File: src/rtl/bcd_converter_pkg.sv
// Shared types and helpers for the sequential binary-to-BCD converter.
package bcd_converter_pkg;

    localparam int DIGITS_DEF = 10;

    typedef enum logic [1:0] {
        IDLE = 2'd0,
        CONV = 2'd1,
        FIN  = 2'd2
    } state_t;

    // Double-dabble correction: a digit of 5 or more would overflow past 9 once doubled.
    function automatic logic [3:0] add3(input logic [3:0] d);
        return (d >= 4'd5) ? (d + 4'd3) : d;
    endfunction

endpackage

File: src/rtl/bcd_converter_digit_adj.sv
// Combinational add-3 correction for one BCD digit of the accumulator.
module bcd_digit_adj
    import bcd_converter_pkg::*;
(
    input  logic [3:0] digit_in,
    output logic [3:0] digit_out
);

    assign digit_out = add3(digit_in);

endmodule

File: src/rtl/bcd_converter.sv
// Binary (signed or unsigned) to sign + packed BCD, one double-dabble step per cycle.
// Start/Done handshake is compatible with the divider's, so Done can feed Start directly.
module bcd_converter
    import bcd_converter_pkg::*;
#(
    parameter int tamanyo = 32,
    parameter int DIGITS  = DIGITS_DEF
) (
    input  logic                  CLK,
    input  logic                  RSTa,
    input  logic                  Start,
    input  logic                  Signed_in,
    input  logic [tamanyo-1:0]    Bin,
    output logic [4*DIGITS-1:0]   BCD,
    output logic                  Neg,
    output logic                  Busy,
    output logic                  Done
);

    localparam int CW = $clog2(tamanyo);
    localparam int AW = 4 * DIGITS;

    state_t              state_q, state_d;
    logic [CW-1:0]       cnt_q, cnt_d;
    logic [tamanyo-1:0]  sh_q, sh_d;
    logic [AW-1:0]       acc_q, acc_d;
    logic [AW-1:0]       acc_adj;
    logic                neg_r_q, neg_r_d;
    logic [AW-1:0]       bcd_q, bcd_d;
    logic                neg_q, neg_d;
    logic                busy_q, busy_d;
    logic                done_q, done_d;
    logic                neg_in;

    for (genvar g = 0; g < DIGITS; g++) begin : g_adj
        bcd_digit_adj u_adj (
            .digit_in  (acc_q[4*g +: 4]),
            .digit_out (acc_adj[4*g +: 4])
        );
    end

    always_comb begin
        state_d = state_q;
        cnt_d   = cnt_q;
        sh_d    = sh_q;
        acc_d   = acc_q;
        neg_r_d = neg_r_q;
        bcd_d   = bcd_q;
        neg_d   = neg_q;
        busy_d  = busy_q;
        done_d  = 1'b0;
        neg_in  = Signed_in & Bin[tamanyo-1];

        unique case (state_q)
            IDLE: begin
                if (Start) begin
                    neg_r_d = neg_in;
                    // Magnitude kept unsigned so the most negative value still fits.
                    sh_d    = neg_in ? (~Bin + tamanyo'(1)) : Bin;
                    acc_d   = '0;
                    cnt_d   = CW'(tamanyo - 1);
                    busy_d  = 1'b1;
                    state_d = CONV;
                end
            end
            CONV: begin
                {acc_d, sh_d} = {acc_adj, sh_q} << 1;
                cnt_d         = cnt_q - CW'(1);
                if (cnt_q == '0) begin
                    state_d = FIN;
                end
            end
            FIN: begin
                bcd_d   = acc_q;
                neg_d   = neg_r_q;
                done_d  = 1'b1;
                busy_d  = 1'b0;
                state_d = IDLE;
            end
            default: begin
                state_d = IDLE;
            end
        endcase
    end

    always_ff @(posedge CLK or negedge RSTa) begin
        if (!RSTa) begin
            state_q <= IDLE;
            cnt_q   <= '0;
            sh_q    <= '0;
            acc_q   <= '0;
            neg_r_q <= 1'b0;
            bcd_q   <= '0;
            neg_q   <= 1'b0;
            busy_q  <= 1'b0;
            done_q  <= 1'b0;
        end else begin
            state_q <= state_d;
            cnt_q   <= cnt_d;
            sh_q    <= sh_d;
            acc_q   <= acc_d;
            neg_r_q <= neg_r_d;
            bcd_q   <= bcd_d;
            neg_q   <= neg_d;
            busy_q  <= busy_d;
            done_q  <= done_d;
        end
    end

    assign BCD  = bcd_q;
    assign Neg  = neg_q;
    assign Busy = busy_q;
    assign Done = done_q;

endmodule

File: config.mk
export PLATFORM = sky130hd
export DESIGN_NAME = bcd_converter
export DESIGN_NICKNAME = d
export VERILOG_FILES = /design/src/rtl/bcd_converter_pkg.sv /design/src/rtl/bcd_converter_digit_adj.sv /design/src/rtl/bcd_converter.sv
export SDC_FILE = /design/constraint.sdc
export NUM_CORES = 1
export LEC_CHECK = 0
export BUFFER_PORTS_ARGS = -buffer_cell sky130_fd_sc_hd__buf_2
export CAP_MARGIN = 30
export CORE_ASPECT_RATIO = 0.6
export CORE_MARGIN = 5
export CORE_UTILIZATION = 40
export CTS_BUF_LIST = sky130_fd_sc_hd__clkbuf_4 sky130_fd_sc_hd__clkbuf_8
export DETAILED_ROUTE_END_ITERATION = 10
export GPL_TIMING_DRIVEN = 0
export PLACE_DENSITY = 0.67
export SYNTH_ARGS = -nofsm -noshare
export SYNTH_HDL_FRONTEND = slang
export SYNTH_SLANG_ARGS = --single-unit
File: constraint.sdc
create_clock -name CLK -period 1.83 [get_ports CLK]
set_clock_uncertainty 0.1 [all_clocks]
set_input_delay 0.0915 -clock CLK [delete_from_list [all_inputs] [get_ports CLK]]
set_output_delay 0.0915 -clock CLK [all_outputs]
set_load 0.1 [all_outputs]
; ---- Word-level counts from Yosys, hierarchy flattened
; Index checks and enable logic that the tools add are counted.
[word_totals]
ff_bits = 123
in_bits = 36
output_inout_bits = 43
[op_classes]
addsub = 12
magnitude_cmp = 10
n_eq_ne = 4
muxes = 23
n_bitwise = 2
n_reduce_logical = 8
[ops]
columns = op, count
row1 = $pmux 40 s2, 1
row2 = $mux 32, 2
row3 = $pmux 32 s2, 1
row4 = $ge 4x3->1 const B, 10
row5 = $mux 40, 1
row6 = $add 4x2->4 const B, 9
row7 = $mux 4, 9
row8 = $add 32x1->32 const B, 1
row9 = $not 32->32, 1
row10 = $pmux 5 s2, 1
row11 = $reduce_and 2->1, 4
row12 = $logic_not 5->1, 1
row13 = $mux 5, 1
row14 = $sub 5x1->5 const B, 1
row15 = $mux 2, 2
row16 = $ne 2x2->1 const B, 2
row17 = $pmux 2 s2, 1
row18 = $reduce_bool 2->1, 2
row19 = $add 3x2->3 const B, 1
row20 = $mux 3, 1
row21 = $eq 2x1->1 const B, 1
row22 = $eq 2x2->1 const B, 1
row23 = $logic_not 2->1, 1
row24 = $mux 1, 2
row25 = other kinds (2), 2

; ---- Longest topological paths before layout
[depth]
word_depth = 5
depth_mapped = 7

; ---- Hierarchy
; Synthesis repeated with hierarchy kept, for this count alone.
[unflattened]
cells_unflattened = 702
area_unflattened_um2 = 6682.7
[by_module_without_submodules]
columns = module, instances, cells_per_inst, area_per_inst_um2
row1 = bcd_converter, 1, 542, 5669.2
row2 = bcd_digit_adj, 10, 16, 101.3

; ---- Worst setup path before layout
; OpenSTA, ideal clock, no wires.
[synth_timing]
kind = register -> register
start = register state_q[1]
end = register sh_q[28]
arrival_ns = 1.428
t_required_ns = 1.597
slack_ns = 0.168
stages_incl_launch_ff = 6
path_buffers = 0
cell_sequence = dfrtp_1 > nor3b_2 > nor2_1 > a22o_1 > a2111oi_0 > nor2_1
[synth_via]
elab_chain_len = 3
[synth_rtl]
columns = element, line_no
row1 = "start, declared", bcd_converter.sv:23  ; state_t state_q, state_d;
row2 = "start signal, assigned", bcd_converter.sv:98  ; state_q <= state_d;
row3 = $eq 2x1->1 / $logic_not 2->1 (equally long branches), bcd_converter.sv:54  ; unique case (state_q)
row4 = $reduce_bool 2->1 (no line) / $ne 2x2->1 (equally long branches), n/a
row5 = $reduce_and 2->1 (no line), n/a
row6 = "end signal, assigned", bcd_converter.sv:90  ; sh_q <= '0;
row7 = "end signal, assigned", bcd_converter.sv:100  ; sh_q <= sh_d;
row8 = "end, declared", bcd_converter.sv:25  ; logic [tamanyo-1:0] sh_q, sh_d;
; Parallel ways exist; a longest one is shown, timed or not.
; A chain may end at the register's enable or synchronous reset.

; ---- Worst setup path in the final report
[layout_timing]
start = input port Bin[27]
end = register sh_q[28]
[layout_via]
elab_chain_len = 5
[layout_rtl]
columns = element, line_no
row1 = "start, declared", bcd_converter.sv:13  ; input logic [tamanyo-1:0] Bin,
row2 = $not 32->32, bcd_converter.sv:59  ; sh_d = neg_in ? (~Bin + tamanyo'(1)) : Bin;
row3 = $add 32x1->32, bcd_converter.sv:59
row4 = $mux 32, bcd_converter.sv:59
row5 = $mux 32, bcd_converter.sv:56  ; if (Start) begin
row6 = $pmux 32 s2, bcd_converter.sv:54
; Every way passes these cells. The select of a mux whose other input is x is not followed.

==> summary.txt <==
CTS
  • Number of sinks driven by the clock tree: 123
  • CTS Buffer Depth: 2
  • Number of H-tree branching levels: 4
  • Clock transition at the registers of the reported paths: 80 ps
  • Clock tree root buffer cell: sky130_fd_sc_hd__clkbuf_8
  • Clock buffer count from CTS: 17
  • Clock tree from TritonCTS: built
  • Clock latency at the later pin of the worst-skew pair: between 400 and 500 ps

GRT
  • Remaining Overflow, GRT: 0
  • Maximum number of pins on one net before global-route repair: 103
  • Global-route wire length before repair: a little under 30000 um
  • Total GRT Usage: 0.193
  • Number of antenna violations at the first check in global routing: 0
  • Vias in the first global route: around 5600

Routing
  • DRC violation count after routing: 0
  • Iter 0 DRT Violations: 416
  • Overall via count from detail_route: approximately 5500
  • Total Routed Length: 18000 um
  • Post-route antenna net violation count: 0
  • Length of the first detailed-routing pass in iterations: 5
  • Avg WL per Cell: 18.3 um
  • Vias per cell: 5.62

Power and ir drop
  • Switching component of the power: 0.00527 W
  • Pwr per Cell Area: 1580 mW/mm^2
  • Clk network pwr share: 0.234
  • Lkg Pwr: 3.58 nW
  • Net Sw Frac: 0.418
  • Sequential group share of total power: 0.348
  • Relative contribution of combinational cells to total power: 0.418
  • Internal power: 0.00734 W
  • Worst-case vdd ir drop: 0.593 mV

STA
  • Final count of hold timing violations: 0
  • Period Utilization, post-route: 0.973
  • Worst relative slew slack: 0.552
  • Final period demand of the worst path: around 1800 ps
  • Total of endpoints with negative setup slack in the final report: 0
  • Tightest Pin Transition: 667 ps
  • Peak Freq: between 0.5 and 0.6 GHz
  • Sum of negative setup slack: 0 ps
  • Tightest hold margin: 23.3 ps
  • Number of max-slew violations in the final report: 0

Yosys
  • Netlist cell types: 50
  • Register bit total from synthesis: 123
  • Number of warnings issued by yosys: 0
  • Cell Area, Synth: between 0.006 and 0.007 sq mm
  • Net count after synthesis: 691
  • Instance count of the mapped netlist: 633
  • Average instance area after synthesis: 10.0 sq um
  • Proportion of synthesized chip area in sequential cells: 0.485

Floorplanning
  • Die outline height: 108 um
  • Area inside the core boundary: 0.0155 sq mm
  • Number of top-level design ports: 79
  • Starting utilization of the core area: 0.411
  • Die width: around 170 um
  • Die Area: 0.0186 sq mm
  • Number of standard-cell rows in the floorplan: 35

Run
  • Number of maximum-capacitance violations: 0

Worst hold path
  • Classification of the worst-slack hold path: in -> reg
  • End point of the worst hold path: sh_q[17]$_DFFE_PN0P_
  • Depth of the worst hold-timing path: 4
  • Hold path startpoint: Bin[16]

Placement
  • Number of port buffers: 78
  • Hpwl dp: between 10000 and 15000 um
  • Gpl congestion: 0.878

Final layout
  • Commonest non-fill, non-tap cells in the layout: 123 x sky130_fd_sc_hd__dfrtp_1, 83 x sky130_fd_sc_hd__buf_2, 74 x sky130_fd_sc_hd__o21ai_0
  • Fill cells: roughly 1400
  • Core utilization of the finished layout: 0.517
  • Net count reported at finish: 827
  • Share of post-route cells with drive strength above 1: 0.229
  • Leading cell type in the layout, fill and taps excluded: sky130_fd_sc_hd__dfrtp_1
  • Synth-to-Final Area Change: 25.9%
  • Total inserted antenna cells: 0

Critical path
  • R2R Setup Slk: around 110 ps
  • Startpoint of the worst register-to-register path: acc_q[16]$_DFFE_PN0P_
  • Nature of the critical path endpoint: flop
  • Terminus of the critical flop-to-flop path: acc_q[18]$_DFFE_PN0P_
  • Reg2Reg Depth: 7
  • Endpoint arrival time on the critical path: about 2000 ps
  • Critical path class: in -> reg
  • Critical path data required time: a little over 2000 ps
  • Crit path max fanout: 4
  • Startpoint type of the worst setup path: input port

Run status
  • Status: complete, no violations
[worst max-delay path, cell delays in order]
cell and delay [ps]:
sky130_fd_sc_hd__dlygate4sd3_1 540, sky130_fd_sc_hd__buf_2 150, sky130_fd_sc_hd__nor3_1 180, sky130_fd_sc_hd__nand2_1 160, sky130_fd_sc_hd__nor4_1 540, sky130_fd_sc_hd__nor3b_1 270
sky130_fd_sc_hd__nor2_1 60
[worst max-delay path by stage]
stage | startpoint | to | slack, ps | cells after the start
detailed placement | Bin[0] | sh_q[20]$_DFFE_PN0P_ | -450 | 8
global placement | RSTa | BCD[13]$_DFFE_PN0P_ | -970 | 1
CTS | state_q[0]$_DFFE_PN0P_ | BCD[35]$_DFFE_PN0P_ | 10 | 4
global route | Bin[8] | sh_q[23]$_DFFE_PN0P_ | -40 | 6
finish | Bin[27] | sh_q[28]$_DFFE_PN0P_ | 50 | 7
floorplan | state_q[1]$_DFFE_PN0P_ | sh_q[28]$_DFFE_PN0P_ | 170 | 5
[stage by stage]
stage | area [sq um] | setup slack, ps | power [W] | std cells
2_1_floorplan | 6350 | 168 | 0.00798 | 633
3_3_place_gp | 7000 | -974 | 0.00916 | 914
3_5_place_dp | 7030 | -454 | 0.00943 | 915
4_1_cts | 7910 | 13.6 | 0.0125 | 982
5_1_grt | 8000 | -36.1 | 0.0134 | 985
6_report | 8000 | 49.6 | 0.0126 | 985
[Yosys cell counts, drive strengths merged]
library cell / count / share of area
clkbuf: 23 / 0.014
or2: 1 / 0.00099
ha: 22 / 0.043
o31a: 1 / 0.0014
nand3b: 1 / 0.0012
dfrtp: 123 / 0.48
a221o: 1 / 0.0016
nand3: 23 / 0.018
mux2: 21 / 0.037
or3: 1 / 0.00099
a2111oi: 1 / 0.0014
nor4b: 1 / 0.0024
and2: 4 / 0.0039
or2b: 1 / 0.0012
nand4: 3 / 0.0053
a31oi: 2 / 0.0020
xnor2: 17 / 0.023
buf: 11 / 0.013
a22oi: 28 / 0.033
o41ai: 1 / 0.0026
nand2b: 12 / 0.012
o21ai: 76 / 0.060
nor2: 36 / 0.021
a21oi: 27 / 0.021
nor4: 10 / 0.014
or4: 2 / 0.0024
and3: 1 / 0.00099
nor2b: 1 / 0.00099
xor2: 19 / 0.026
mux2i: 12 / 0.019
a211oi: 2 / 0.0024
o32a: 1 / 0.0016
inv: 26 / 0.015
o211ai: 12 / 0.015
nor3: 13 / 0.012
o31ai: 14 / 0.017
o32ai: 9 / 0.012
nand2: 61 / 0.036
a32o: 10 / 0.016
nor3b: 2 / 0.0032
a22o: 1 / 0.0014
[power by group through the flow]
stage	combinational (W)	clock [W]	sequential, W
floorplan	0.00307	0	0.00492
global placement	0.00483	0	0.00433
detailed placement	0.00505	0	0.00439
CTS	0.00516	0.00298	0.00435
global route	0.00578	0.00310	0.00450
finish	0.00527	0.00295	0.00439
[final cells by class]
class | count | area [sq um] | area share
Tap cell | 203 | 254 | 0.0318
Buffer | 32 | 186 | 0.0233
Sequential cell | 123 | 3080 | 0.385
Inverter | 26 | 97.6 | 0.0122
Multi-Input combinational cell | 450 | 3060 | 0.382
Clock inverter | 12 | 218 | 0.0272
Timing Repair Buffer | 119 | 835 | 0.104
Clock buffer | 20 | 269 | 0.0336
[state kept, by name, indices dropped and copies added, names as in the netlist]
register  cells
BCD          40
Busy          1
Done          1
Neg           1
acc_q        40
cnt_q         5
neg_r_q       1
sh_q         32
state_q       2
[kinds of logic (layout without fill, tap and decap cells)]
| group | count (synthesis) | after routing | synth area share |
|---|---|---|---|
| flip-flops | 123 | 123 | 0.485 |
| AND/OR/NAND/NOR | 173 | 173 | 0.137 |
| XOR/XNOR | 36 | 36 | 0.0496 |
| buffers and inverters | 60 | 209 | 0.0416 |
| AO/OA/AOI/OAI | 186 | 186 | 0.188 |
| multiplexers | 33 | 33 | 0.0561 |
| adder cells (fa/ha/maj) | 22 | 22 | 0.0433 |
[repair_timing]
item | CTS | global route
hold buffers | 36 | 0
endpoints found under the setup margin | 90 | 75
endpoints found under the hold margin | 155 | 0
pin swaps | 0 | 2
resized for setup | 15 | 23
cloned | 0 | 0
setup buffers | 0 | 3
[metal layers]
layer  share of wire  track usage  routed length (um)  vias to the layer above
li1                -            -                   -                     2561
met1            0.48        0.282                8580                     2747
met2            0.44        0.287                7980                      213
met3           0.068       0.0355                1220                       18
met4           0.012       0.0707                 220                        0
met5               0            0                   0                        -
Note: power is estimated with default switching activity, not from simulation.
